$ cat config.mk
export PLATFORM = sky130hd
export DESIGN_NAME = ee357_mdu
export DESIGN_NICKNAME = d
export VERILOG_FILES = /design/src/rtl/ee357_mdu.sv
export SDC_FILE = /design/constraint.sdc
export NUM_CORES = 1
export LEC_CHECK = 0
export ABC_AREA = 1
export CAP_MARGIN = 10
export CORE_MARGIN = 2
export CORE_UTILIZATION = 55
export DETAILED_ROUTE_END_ITERATION = 10
export PLACE_DENSITY = 0.76
export REMOVE_ABC_BUFFERS = 1
export SLEW_MARGIN = 40
export SYNTH_ARGS = -nofsm -noshare
export SYNTH_HDL_FRONTEND = slang
export SYNTH_SLANG_ARGS = --single-unit
$ cat constraint.sdc
create_clock -name clk -period 9.7 [get_ports clk]
set_clock_uncertainty 0.05 [all_clocks]
set_input_delay 1.94 -clock clk [delete_from_list [all_inputs] [get_ports clk]]
set_output_delay 1.94 -clock clk [all_outputs]
set_load 0.005 [all_outputs]
$ cat src/rtl/ee357_mdu.sv
// Iterative MIPS HI/LO unit: 32-step shift-add multiply / restoring divide plus HI/LO moves.
// Latency: moves and divide-by-zero finish the cycle after accept, mul/div 34 cycles; starts are ignored while busy.
module ee357_mdu #(
  parameter int WIDTH = 32
) (
  input  logic             clk,
  input  logic             rst,
  input  logic             start,
  input  logic [WIDTH-1:0] opa,
  input  logic [WIDTH-1:0] opb,
  input  logic [5:0]       func,
  output logic             busy,
  output logic             done,
  output logic [WIDTH-1:0] res,
  output logic [WIDTH-1:0] hi,
  output logic [WIDTH-1:0] lo,
  output logic             dz
);

  localparam int CW = $clog2(WIDTH);

  localparam logic [5:0] F_MFHI  = 6'b010000;
  localparam logic [5:0] F_MTHI  = 6'b010001;
  localparam logic [5:0] F_MFLO  = 6'b010010;
  localparam logic [5:0] F_MTLO  = 6'b010011;
  localparam logic [5:0] F_MULT  = 6'b011000;
  localparam logic [5:0] F_MULTU = 6'b011001;
  localparam logic [5:0] F_DIV   = 6'b011010;
  localparam logic [5:0] F_DIVU  = 6'b011011;

  typedef enum logic [1:0] {IDLE, RUN, FIX} state_t;

  state_t state, state_nxt;

  logic [2*WIDTH-1:0] acc;
  logic [WIDTH-1:0]   mcand;
  logic [CW-1:0]      cnt;
  logic               op_div;
  logic               neg_main;
  logic               neg_rem;

  logic               supported, is_md, is_div, signed_op, div_zero, accept, go_run;
  logic [WIDTH-1:0]   a_abs, b_abs;

  logic [WIDTH:0]     mul_sum;
  logic [2*WIDTH-1:0] mul_next;
  logic [WIDTH:0]     div_r;
  logic [WIDTH-1:0]   div_sub;
  logic               div_ok;
  logic [2*WIDTH-1:0] div_next;
  logic [2*WIDTH-1:0] prod_fix;
  logic [WIDTH-1:0]   quo_fix, rem_fix;

  always_comb begin
    supported = (func[5:2] == 4'b0100) || (func[5:2] == 4'b0110);
    is_md     = (func[5:2] == 4'b0110);
    is_div    = is_md && func[1];
    signed_op = is_md && !func[0];
    div_zero  = is_div && (opb == '0);
    accept    = (state == IDLE) && start && supported;
    go_run    = accept && is_md && !div_zero;
    a_abs     = (signed_op && opa[WIDTH-1]) ? -opa : opa;
    b_abs     = (signed_op && opb[WIDTH-1]) ? -opb : opb;

    // Multiply: acc = {partial product, remaining multiplier bits}
    mul_sum  = {1'b0, acc[2*WIDTH-1:WIDTH]} + (acc[0] ? {1'b0, mcand} : '0);
    mul_next = {mul_sum, acc[WIDTH-1:1]};

    // Divide: acc = {partial remainder, dividend bits shifting into quotient}
    div_r    = acc[2*WIDTH-1:WIDTH-1];
    div_ok   = div_r >= {1'b0, mcand};
    div_sub  = div_r[WIDTH-1:0] - mcand;
    div_next = div_ok ? {div_sub, acc[WIDTH-2:0], 1'b1}
                      : {div_r[WIDTH-1:0], acc[WIDTH-2:0], 1'b0};

    prod_fix = neg_main ? -acc : acc;
    quo_fix  = neg_main ? -acc[WIDTH-1:0] : acc[WIDTH-1:0];
    rem_fix  = neg_rem ? -acc[2*WIDTH-1:WIDTH] : acc[2*WIDTH-1:WIDTH];
  end

  always_comb begin
    state_nxt = state;
    case (state)
      IDLE:    if (go_run) state_nxt = RUN;
      RUN:     if (cnt == CW'(WIDTH - 1)) state_nxt = FIX;
      FIX:     state_nxt = IDLE;
      default: state_nxt = IDLE;
    endcase
  end

  always_ff @(posedge clk or posedge rst) begin
    if (rst) state <= IDLE;
    else     state <= state_nxt;
  end

  always_ff @(posedge clk or posedge rst) begin
    if (rst) begin
      acc      <= '0;
      mcand    <= '0;
      cnt      <= '0;
      op_div   <= 1'b0;
      neg_main <= 1'b0;
      neg_rem  <= 1'b0;
      busy     <= 1'b0;
      done     <= 1'b0;
      res      <= '0;
      hi       <= '0;
      lo       <= '0;
      dz       <= 1'b0;
    end else begin
      busy <= (state_nxt != IDLE);
      done <= (accept && !go_run) || (state == FIX);
      if (accept) begin
        dz <= div_zero;
        case (func)
          F_MTHI:  hi  <= opa;
          F_MTLO:  lo  <= opa;
          F_MFHI:  res <= hi;
          F_MFLO:  res <= lo;
          default: ;
        endcase
      end
      if (go_run) begin
        acc      <= {{WIDTH{1'b0}}, (is_div ? a_abs : b_abs)};
        mcand    <= is_div ? b_abs : a_abs;
        cnt      <= '0;
        op_div   <= is_div;
        neg_main <= signed_op && (opa[WIDTH-1] ^ opb[WIDTH-1]);
        neg_rem  <= signed_op && opa[WIDTH-1];
      end
      if (state == RUN) begin
        acc <= op_div ? div_next : mul_next;
        cnt <= cnt + 1'b1;
      end
      if (state == FIX) begin
        if (op_div) begin
          hi <= rem_fix;
          lo <= quo_fix;
        end else begin
          hi <= prod_fix[2*WIDTH-1:WIDTH];
          lo <= prod_fix[WIDTH-1:0];
        end
      end
    end
  end

endmodule

==> impl_metrics.json <==
{
  "start_util_pct": 56.1,
  "power.total_uw": 6470,
  "ant_nets": 0,
  "critical_path_required_ns": 10.05,
  "die_x_um": 195,
  "syn_to_final_growth_pct": 13.9,
  "clock_sinks": 205,
  "rr_worst_depth": 13,
  "finalHoldViolCount": 0,
  "cts_tree": "done",
  "cts_setup_buffers": 0,
  "ys.flop_type": "dfrtp_1",
  "n_fill_cell": 3346,
  "port_buffers": 171,
  "root_buffer": "clkbuf_16",
  "hp-class": "reg2reg",
  "status": "finished clean",
  "drt-pass1-iter-count": 7,
  "yosysTopAreaCell": "dfrtp_1",
  "clk_pin_slew_ns": 0.06,
  "crit_type": "in2reg",
  "wl_mm": 88.6,
  "final_net_count": 3620,
  "fmax_ghz": 0.204,
  "drc": 0,
  "cts_hold_buf": 0,
  "avgSynthCellArea_sq_um": 5.93,
  "reg2reg_slack_ns": 5.87,
  "reg2reg_to": "acc[41]",
  "ys_types": 50,
  "clkLatencyLatePin_ns": 0.57,
  "syn_inst": 3381,
  "design_area_sq_mm": 0.0228,
  "ys_ff_latch": 205,
  "rsz0062_at_grt": "no",
  "num_rows": 69,
  "antenna_found_initial": 2,
  "overflow": 0,
  "synth-edff-count": 0,
  "dpl_cell_area_sq_mm": 0.0220,
  "cellPowerDensity_mw_per_mm2": 283,
  "finalWeightedCongestion": 1.12,
  "cts_resized": 0,
  "end_kind": "register",
  "die_h_um": 195,
  "hold_path_depth": 2,
  "min_period_over_period_pct": 50.6,
  "maxSlewHeadroom_pct": 45.0,
  "seq_area_frac_synth_pct": 25.6,
  "dp_hpwl_mm": 68.8,
  "synth.top_cell.area_share_pct": 25.6,
  "mostFrequentLayoutCells": "nand2_1 (1,101), inv_1 (479), nand3_1 (383)",
  "grtUsageTotal_pct": 45.4,
  "p_leak_uw": 0.0118,
  "grt_pass1_wl_mm": 133,
  "drv_cap": 0,
  "cts_htree_levels": 1,
  "start_kind": "primary input",
  "yosysWarnings": 0,
  "cp_max_fo": 53,
  "grt_max_degree": 85,
  "ys_top_cells_by_area": "dfrtp_1 (26%), nand2_1 (21%), nand3_1 (9.6%), inv_1 (9.0%), nor2_1 (5.8%)",
  "io_pins": 172,
  "via_per_inst": 6.22,
  "utilization_pct": 63.9,
  "finalSetupTns_ns": 0,
  "layout_commonest_cell": "nand2_1",
  "crit_arrival_ns": 5.26,
  "synth_area_sq_mm": 0.0200,
  "peakVddDrop_mv": 0.176,
  "dp.cells": 3910,
  "cts.path.max_buffers": 3,
  "wl_per_cell_um": 22.4,
  "multiInputGateArea_sq_mm": 0.0125,
  "hold_start": "res[28]",
  "grt_pass1_vias": 22300,
  "final_layout_size_suffix_gt1_share_pct": 3.41,
  "cts_buffers": 24,
  "drt-initial-drc-count": 3915,
  "regArea_sq_mm": 0.00513,
  "synthArstFlopShare_pct": 100,
  "tightest_slew_ns": 0.824,
  "min_period_ns": 4.91,
  "reg2reg_from": "acc[52]",
  "hold_path_end": "res[28]",
  "coreArea_sq_mm": 0.0357,
  "num_vias": 24600,
  "final_cells": 3954,
  "final-setup-viol-count": 0,
  "maxSlewViolCount": 0,
  "dieArea_sq_mm": 0.0380
}
-- worst max-delay path: stages --
cell,delay [ns]
clkdlybuf4s50_1,0.50
inv_1,0.13
nand3_1,0.16
nor2_4,0.12
buf_4,0.51
nand3_1,0.27
nand2_4,0.27
clkinv_2,0.62
o211ai_1,0.53
o21ai_0,0.16
-- metal layers --
metal  global-route usage (%)  vias to the layer above  share of wire [%]
li1                         -                    11100                  -
met4                     19.4                        0                5.4
met5                        0                        -                  0
met3                     14.0                      330                 15
met2                     65.2                     1945                 41
met1                     62.8                    11200                 39
-- final cells by class --
type | instances | area share [%]
multi-input combinational | 2559 | 54.8
tap | 461 | 2.53
clock buffer | 34 | 2.97
clock inverter | 9 | 0.816
timing repair buffer | 190 | 8.17
antenna | 1 | 0.0110
sequential | 205 | 22.5
inverter | 495 | 8.19
-- sequential cells by signal, indices dropped and copies added (netlist names), 2 cells and up --
name   count
res       32
hi        32
lo        32
mcand     32
acc       64
state      2
cnt        5
-- report_power, final --
group,internal (uW),total (uW),switching [uW]
Combinational,1200,3900,2690
Clock,620,1030,411
Sequential,1050,1540,492
-- synth_stat cells (29+ instances only) --
master and instances:
nand2_1 1102, inv_1 481, nand3_1 383, nor2_1 309, dfrtp_1 205, o21ai_0 186
a21oi_1 128, ha_1 70, clkbuf_1 65, o211ai_1 48, nand4_1 45, xor2_1 42
nor3_1 30, o221ai_1 29
-- metrics by stage --
| stage | setup slack, ns | hold WS [ns] |
|---|---|---|
| 6_report | 4.79 | 0.453 |
| 5_1_grt | 4.64 | 0.502 |
| 4_1_cts | 5.06 | 0.460 |
| 3_5_place_dp | 4.54 | 0.443 |
| 3_3_place_gp | 4.40 | 0.437 |
| 2_1_floorplan | 2.11 | 0.420 |
-- worst max path at each step --
stage,slack (ns),startpoint,cells after the start,to
2_1_floorplan,2.11,rst,1,acc[0]
3_3_place_gp,4.40,func[4],11,acc[29]
3_5_place_dp,4.54,func[2],11,acc[29]
4_1_cts,5.06,func[2],11,cnt[2]
5_1_grt,4.64,func[2],10,mcand[18]
6_report,4.79,func[2],10,mcand[18]
-- logic make-up (layout without fill, tap and decap cells) --
kind of cell,Yosys count,in the layout,synth area share (%)
AND/OR/NAND/NOR,1950,1950,41.3
buffers and inverters,617,728,12.1
AO/OA/AOI/OAI,477,477,13.8
flip-flops,205,205,25.6
adder cells (fa/ha/maj),72,72,4.57
XOR/XNOR,59,59,2.58
multiplexers,1,1,0.0562
other,0,1,0
Power figures use the tool's default switching activity.
